File: config.mk
export PLATFORM = sky130hd
export DESIGN_NAME = icache_refill_responder
export DESIGN_NICKNAME = d
export VERILOG_FILES = /design/src/rtl/icache_refill_responder.sv
export SDC_FILE = /design/constraint.sdc
export NUM_CORES = 1
export LEC_CHECK = 0
export CAP_MARGIN = 20
export CELL_PAD_IN_SITES_DETAIL_PLACEMENT = 0
export CELL_PAD_IN_SITES_GLOBAL_PLACEMENT = 1
export CORE_ASPECT_RATIO = 1.2
export CORE_MARGIN = 2
export CORE_UTILIZATION = 39
export DETAILED_ROUTE_END_ITERATION = 8
export GPL_TIMING_DRIVEN = 0
export PLACE_DENSITY = 0.92
export SYNTH_ARGS = -nofsm -noshare
export SYNTH_HDL_FRONTEND = slang
export SYNTH_SLANG_ARGS = --single-unit
File: constraint.sdc
create_clock -name clk_i -period 5 [get_ports clk_i]
set_input_delay 1 -clock clk_i [delete_from_list [all_inputs] [get_ports clk_i]]
set_output_delay 1 -clock clk_i [all_outputs]
set_load 0.01 [all_outputs]
File: src/rtl/icache_refill_responder.sv
// I$ refill responder: fetches a line beat by beat from a narrow memory port and returns it in
// one grant pulse; forwards invalidations ordered after a same-line fill. Option macro:
// ICACHE_REFILL_SWAP_ENDIAN_EN byte-reverses each beat before it enters the line.
module icache_refill_responder #(
  parameter int unsigned PAddrWidth = 40,
  parameter int unsigned LineWidth  = 256,
  parameter int unsigned BeatWidth  = 64
) (
  input  logic                  clk_i,
  input  logic                  rst_ni,
  input  logic                  req_valid_i,
  output logic                  req_ready_o,
  input  logic [PAddrWidth-1:0] req_paddr_i,
  output logic                  resp_valid_o,
  output logic [LineWidth-1:0]  resp_data_o,
  input  logic                  inval_req_valid_i,
  output logic                  inval_req_ready_o,
  input  logic [PAddrWidth-1:0] inval_req_addr_i,
  output logic                  inval_valid_o,
  output logic [PAddrWidth-1:0] inval_addr_o,
  output logic                  mem_req_valid_o,
  input  logic                  mem_req_ready_i,
  output logic [PAddrWidth-1:0] mem_req_addr_o,
  input  logic                  mem_rsp_valid_i,
  input  logic [BeatWidth-1:0]  mem_rsp_data_i,
  output logic                  err_o
);

  localparam int unsigned NBeats    = LineWidth / BeatWidth;
  localparam int unsigned BeatCntW  = (NBeats > 1) ? $clog2(NBeats) : 1;
  localparam int unsigned OffW      = $clog2(LineWidth / 8);
  localparam int unsigned BeatBytes = BeatWidth / 8;
  localparam logic [BeatCntW-1:0]   LastBeat = BeatCntW'(NBeats - 1);
  localparam logic [PAddrWidth-1:0] OffMask  = PAddrWidth'((64'd1 << OffW) - 64'd1);

  typedef enum logic [1:0] {StIdle, StIssue, StWait, StResp} state_e;

  state_e                  state_q;
  logic [BeatCntW-1:0]     beat_q;
  logic [PAddrWidth-1:0]   line_addr_q;
  logic [LineWidth-1:0]    line_q;
  logic                    req_ready_q;
  logic                    mem_req_valid_q;
  logic [PAddrWidth-1:0]   mem_req_addr_q;
  logic                    resp_valid_q;
  logic                    err_q;
  logic                    inval_valid_q;
  logic                    inval_held_q;
  logic [PAddrWidth-1:0]   inval_addr_q;

  logic [BeatWidth-1:0]    beat_data;
  logic [BeatCntW-1:0]     beat_nxt;
  logic [PAddrWidth-1:0]   beat_nxt_addr;
  logic                    enter_resp;
  logic                    inval_same_line;
  logic                    inval_fire;

  always_comb begin
`ifdef ICACHE_REFILL_SWAP_ENDIAN_EN
    beat_data = '0;
    for (int i = 0; i < int'(BeatBytes); i++) begin
      beat_data[8*i +: 8] = mem_rsp_data_i[BeatWidth - 8 - 8*i +: 8];
    end
`else
    beat_data = mem_rsp_data_i;
`endif
  end

  assign beat_nxt      = beat_q + BeatCntW'(1);
  assign beat_nxt_addr = line_addr_q + PAddrWidth'(beat_nxt) * PAddrWidth'(BeatBytes);
  assign enter_resp    = (state_q == StWait) && mem_rsp_valid_i && (beat_q == LastBeat);

  // Same-line invalidations wait until the fill has been delivered.
  assign inval_same_line   = (state_q != StIdle) &&
                             ((inval_req_addr_i & ~OffMask) == line_addr_q);
  assign inval_req_ready_o = !inval_held_q && !inval_same_line;
  assign inval_fire        = inval_req_valid_i && inval_req_ready_o;

  always_ff @(posedge clk_i or negedge rst_ni) begin
    if (!rst_ni) begin
      state_q         <= StIdle;
      beat_q          <= '0;
      line_addr_q     <= '0;
      line_q          <= '0;
      req_ready_q     <= 1'b0;
      mem_req_valid_q <= 1'b0;
      mem_req_addr_q  <= '0;
      resp_valid_q    <= 1'b0;
      err_q           <= 1'b0;
    end else begin
      if (mem_rsp_valid_i && (state_q != StWait)) begin
        err_q <= 1'b1;
      end
      unique case (state_q)
        StIdle: begin
          req_ready_q <= 1'b1;
          if (req_valid_i && req_ready_q) begin
            req_ready_q     <= 1'b0;
            line_addr_q     <= req_paddr_i & ~OffMask;
            beat_q          <= '0;
            mem_req_valid_q <= 1'b1;
            mem_req_addr_q  <= req_paddr_i & ~OffMask;
            state_q         <= StIssue;
          end
        end
        StIssue: begin
          if (mem_req_ready_i) begin
            mem_req_valid_q <= 1'b0;
            state_q         <= StWait;
          end
        end
        StWait: begin
          if (mem_rsp_valid_i) begin
            for (int b = 0; b < int'(NBeats); b++) begin
              if (beat_q == BeatCntW'(b)) line_q[b*BeatWidth +: BeatWidth] <= beat_data;
            end
            if (beat_q == LastBeat) begin
              resp_valid_q <= 1'b1;
              state_q      <= StResp;
            end else begin
              beat_q          <= beat_nxt;
              mem_req_valid_q <= 1'b1;
              mem_req_addr_q  <= beat_nxt_addr;
              state_q         <= StIssue;
            end
          end
        end
        StResp: begin
          resp_valid_q <= 1'b0;
          req_ready_q  <= 1'b1;
          state_q      <= StIdle;
        end
        default: state_q <= StIdle;
      endcase
    end
  end

  // An invalidation accepted just before a RESP cycle is held one extra cycle.
  always_ff @(posedge clk_i or negedge rst_ni) begin
    if (!rst_ni) begin
      inval_valid_q <= 1'b0;
      inval_held_q  <= 1'b0;
      inval_addr_q  <= '0;
    end else begin
      inval_valid_q <= 1'b0;
      if (inval_held_q) begin
        inval_held_q  <= 1'b0;
        inval_valid_q <= 1'b1;
      end
      if (inval_fire) begin
        inval_addr_q <= inval_req_addr_i & ~OffMask;
        if (enter_resp) inval_held_q  <= 1'b1;
        else            inval_valid_q <= 1'b1;
      end
    end
  end

  assign req_ready_o     = req_ready_q;
  assign resp_valid_o    = resp_valid_q;
  assign resp_data_o     = line_q;
  assign inval_valid_o   = inval_valid_q;
  assign inval_addr_o    = inval_addr_q;
  assign mem_req_valid_o = mem_req_valid_q;
  assign mem_req_addr_o  = mem_req_addr_q;
  assign err_o           = err_q;

endmodule
# Word-level counts from Yosys, hierarchy flattened
# Cells that the tools add are included.
# word_totals
ff_bits,376
input_bits,150
output_inout_bits,342
wordCells,83
# classes
addsub,2
eq_ne,13
muxes,28
n_reduce_logical,25
# ops
cell,count
$mux 40,3
$pmux 40 s2,1
$add 40x5->40,1
$eq 35x35->1,1
$reduce_and 3->1,6
$mux 2,7
$mux 1,12
$ne 2x2->1 const B,5
$eq 2x2->1 const B,4
$pmux 2 s4,1
$reduce_bool 2->1,4
$logic_and 1x1->1,7
$reduce_and 5->1,1
$eq 2x1->1 const B,2
$logic_not 2->1,2
$pmux 1 s2,2
$pmux 2 s2,1
$reduce_and 4->1,1
$pmux 1 s3,1
$reduce_bool 3->1,1
$add 2x1->2 const B,1
$logic_not 1->1,2
$ne 2x1->1 const B,1
$reduce_and 2->1,1

# Logic depth before layout (Yosys ltp)
# logic_depth
ltp_word,6
mapped_depth,8
mapped_depth_nobuf,6

# Worst setup path after synthesis
# No wires, ideal clock.
# synth_timing
path_type,input to output
start,input port inval_req_addr_i[34]
end,output port inval_req_ready_o
t_arrival_ps,1928
required_ps,4000
setup_slack_ps,2072
path_stages,5
path_buffers,0
path_cell_list,xor2_1 > nor4_1 > nand3_1 > nor3_1 > nor2_1
# synth_between
elab_chain_cells,4
# synth_rtl
element,line,source
start: declaration,18,"input logic [PAddrWidth-1:0] inval_req_addr_i,"
$eq 35x35->1,75,((inval_req_addr_i & ~OffMask) == line_addr_q);
$logic_and 1x1->1,74,assign inval_same_line = (state_q != StIdle) &&
$logic_not 1->1,76,assign inval_req_ready_o = !inval_held_q && !inval_same_line;
$logic_and 1x1->1,76,
end: declaration,17,"output logic inval_req_ready_o,"
# No other way between the ends.

# Worst setup path after layout
# layout_timing
start,input port inval_req_addr_i[38]
end,output port inval_req_ready_o
# Same word-level chain as after synthesis.

==> run_results.csv <==
group,metric,value,unit
run_status,outcome,"completed",
min_path,min_path_type,"primary input to asynchronous set/reset pin",
sta,rsz0062_at_grt,"no",
critical_path,crit_fanout,3,
floorplanning,rows,77,
final_layout,drive_above_1_share,26.5,%
synthesis,syn_area_per_cell,15.3,um2
sta,slew_headroom,34.4,%
pwr,combPwrFrac,39.3,%
synthesis,synth_cell_types,27,
sta,tightest_slew,983,ps
clock_tree,cts.reportedPaths.clkPinSlew,60,ps
route,avgRoutedWirePerCell,21.1,um
clock_tree,clock_latency,530,ps
clock_tree,root_buffer,"clkbuf_16",
synthesis,yosys.area_share.simple,2.06,%
floorplanning,dieArea,0.0391,mm2
sta,worst_slack,585,ps
clock_tree,numCtsBuffers,38,
sta,slew_violations,0,
synthesis,ys_ff_latch,371,
final_layout,n_antenna_cell,0,
pwr,p_sw,0.00385,W
route,drtIter0Drc,316,
critical_path,max_stage_delay,540,ps
route,wl,41700,um
critical_path,crit_path_end_kind,"output pin",
sta,fin_crit_sh,88.3,%
synthesis,yosysSeqAreaShare,63.5,%
floorplanning,start_util,39.6,%
global_route,antenna_found_initial,0,
sta,finalHoldViolCount,0,
synthesis,syn_inst,957,
synthesis,synthFlopType,"dfrtp_1",
floorplanning,die_w,181,um
synthesis,synth_edf_count,0,
synthesis,synth-xor-area-share,2.10,%
synthesis,yosysMostFrequentCell,"dfrtp_1",
route,viasPerCell,4.98,
sta,hold_slack,395,ps
synthesis,synth_mux_area_share,27.7,%
pwr,p_int,0.00846,W
synthesis,synth_area_leaders,"dfrtp_1 64%, mux2_2 25%, mux2i_1 2.5%",
global_route,grt_max_degree,127,
critical_path,reg2reg_slack,1990,ps
clock_tree,clockBufferDepth,3,
sta,setup_violations,0,
sta,layout_min_cycle_time,4420,ps
final_layout,design_area,0.0212,mm2
global_route,overflow,0,
final_layout,area_growth,45.2,%
placed_design,placed_area,0.0200,mm2
synthesis,async_flop_share,100,%
synthesis,synth_common_cells,"371 x dfrtp_1, 324 x mux2_2, 41 x nor2_1",
pwr,pwr-share-clk,21.9,%
global_route,first_global_vias,10687,
synthesis,synthAdderAreaFrac,0.685,%
clock_tree,cts_tree,"yes",
synthesis,netlist.area_leader.share,63.5,%
route,drc,0,
critical_path,crit_path_top_delay_cell,"clkdlybuf4s50_1",
sta,clock_skew,10.9,ps
clock_tree,htreeDepth,2,
global_route,grt_pass1_wl,64100,um
clock_tree,cts_hold_buf,0,
final_layout,final_core_util,57.5,%
pwr,irDropWorstVdd,0.376,mV
critical_path,crit_path_start_kind,"primary input",
synthesis,synth_top_cell_by_area,"dfrtp_1",
floorplanning,design.core.area,0.0369,mm2
synthesis,ys_warn_count,0,
clock_tree,post_cts_buffers,0,
synthesis,synth_top_family_by_area,"multiplexers",
sta,fmax,0.226,GHz
route,first_pass_iters,4,
synthesis,synth-compound-area-share,1.94,%
final_layout,fin_nets,1637,
floorplanning,die_h,216,um
pwr,swShare,31.3,%
final_layout,fillers,2963,
placed_design,place_ws,564,ps
clock_tree,clkSinkCount,371,
pwr,seq_power_share,38.8,%
flow_run,maxCapViolCount,0,
route,vias,9837,
floorplanning,ios,492,
clock_tree,cts_resized,0,
pwr,power.density,580,mW/mm2
critical_path,critPathKind,"primary input to output pin",
route,drtAntennaViolNets,0,
global_route,grt_usage,21.2,%
critical_path,crit_path_cell_trace,"clkdlybuf4s50_1, xor2_1, nor4_1, nand4_1, nor3_1, nor2_1, clkdlybuf4s50_1",
placed_design,port_buffers,472,
critical_path,crit_required,4000,ps
pwr,power.leakage,9.46,nW
synthesis,syn-cell-area,0.0146,mm2
placed_design,dp_hpwl,31300,um
critical_path,crit_top_cell,"clkdlybuf4s50_1",
placed_design,gp_congestion,0.813,
critical_path,arrival,3420,ps
cells by family after synthesis:
group                      after synthesis
DFF                                    371
muxes                                  364
and+or+nand+nor                         68
buffers and inverters                   62
other                                    1
AOI/OAI and AO/OA                       48
xor gates and xnor gates                35
adders and majority gates                8
stage by stage:
stage / power, W / setup TNS, ps / std cells
after floorplan: 0.00685 / 0 / 964
after global placement: 0.00953 / -4732120 / 1910
after detailed placement: 0.00968 / 0 / 1913
after CTS: 0.0124 / 0 / 1977
after global routing: 0.0129 / 0 / 1977
final: 0.0123 / 0 / 1977
worst max-delay path: cells and delay by family:
family	cells	cell delay [ps]
buffers and inverters	2	1060
xor gates and xnor gates	1	190
and+or+nand+nor	4	1160
routing by layer:
layer	share of wire, %	global-route usage, %	wire length (um)	vias to the layer above
met5	0	0	0	-
met1	38	24.5	15900	4968
met2	50	37.2	21000	407
li1	-	-	-	4390
met4	3.5	7.88	1460	0
met3	8.1	6.20	3370	72
registers in the layout, indices dropped and copies added, names as in the netlist:
name / count
resp_data_o: 256
inval_held_q: 1
inval_valid_o: 1
mem_req_addr_o: 36
req_ready_o: 1
line_addr_q: 35
err_o: 1
resp_valid_o: 1
state_q: 2
beat_q: 1
mem_req_valid_o: 1
inval_addr_o: 35
layout make-up:
class | count | area (um2) | share of cell area (%)
timing repair buffer | 475 | 4810 | 22.7
clock buffer | 55 | 1130 | 5.31
tap | 474 | 593 | 2.79
sequential | 371 | 9280 | 43.7
clock inverter | 9 | 51.3 | 0.242
buffer | 52 | 248 | 1.17
inverter | 10 | 37.5 | 0.177
multi-input combinational | 531 | 5070 | 23.9
power groups by stage:
stage / Combinational [W] / Sequential, W / Clock (W)
after global routing: 0.00514 / 0.00491 / 0.00288
after global placement: 0.00477 / 0.00477 / 0
after detailed placement: 0.00487 / 0.00481 / 0
after CTS: 0.00489 / 0.00477 / 0.00277
after floorplan: 0.00168 / 0.00517 / 0
final: 0.00483 / 0.00477 / 0.00270
layout by cell type, fill, tap and decap left out:
cell,count
inv_1,10
nand4_1,1
nand3_1,6
buf_16,3
nand3b_1,1
a21oi_1,39
mux2i_1,37
or2_2,1
clkdlybuf4s50_1,471
ha_1,8
inv_6,1
dfrtp_1,371
mux2_2,324
nor4b_1,1
clkbuf_1,45
mux2_1,3
nor2_1,41
nand2_1,6
clkinv_2,7
o311ai_4,1
nor3_1,2
buf_1,3
buf_8,1
nor4_1,9
buf_4,8
clkbuf_16,39
xor2_1,35
o21ai_0,1
a22o_1,5
o21bai_1,1
clkbuf_8,9
a31oi_1,1
clkinvlp_4,1
buf_6,3
conb_1,8
path summary, 6_finish.rpt:
path,startpoint,endpoint,cells after the start
worst max-delay path,inval_req_addr_i[38],inval_req_ready_o,7
worst max register to register,beat_q[0]$_DFFE_PN0P_,resp_data_o[228]$_DFFE_PN0P_,5
min in group clk_i,inval_held_q$_DFF_PN0_,inval_held_q$_DFF_PN0_,1
worst min register to register,inval_held_q$_DFF_PN0_,inval_held_q$_DFF_PN0_,1
max in group asynchronous,rst_ni,resp_data_o[28]$_DFFE_PN0P_,3
worst min-delay path,rst_ni,line_addr_q[33]$_DFFE_PN0P_,1
(Power assumes the default switching activity.)
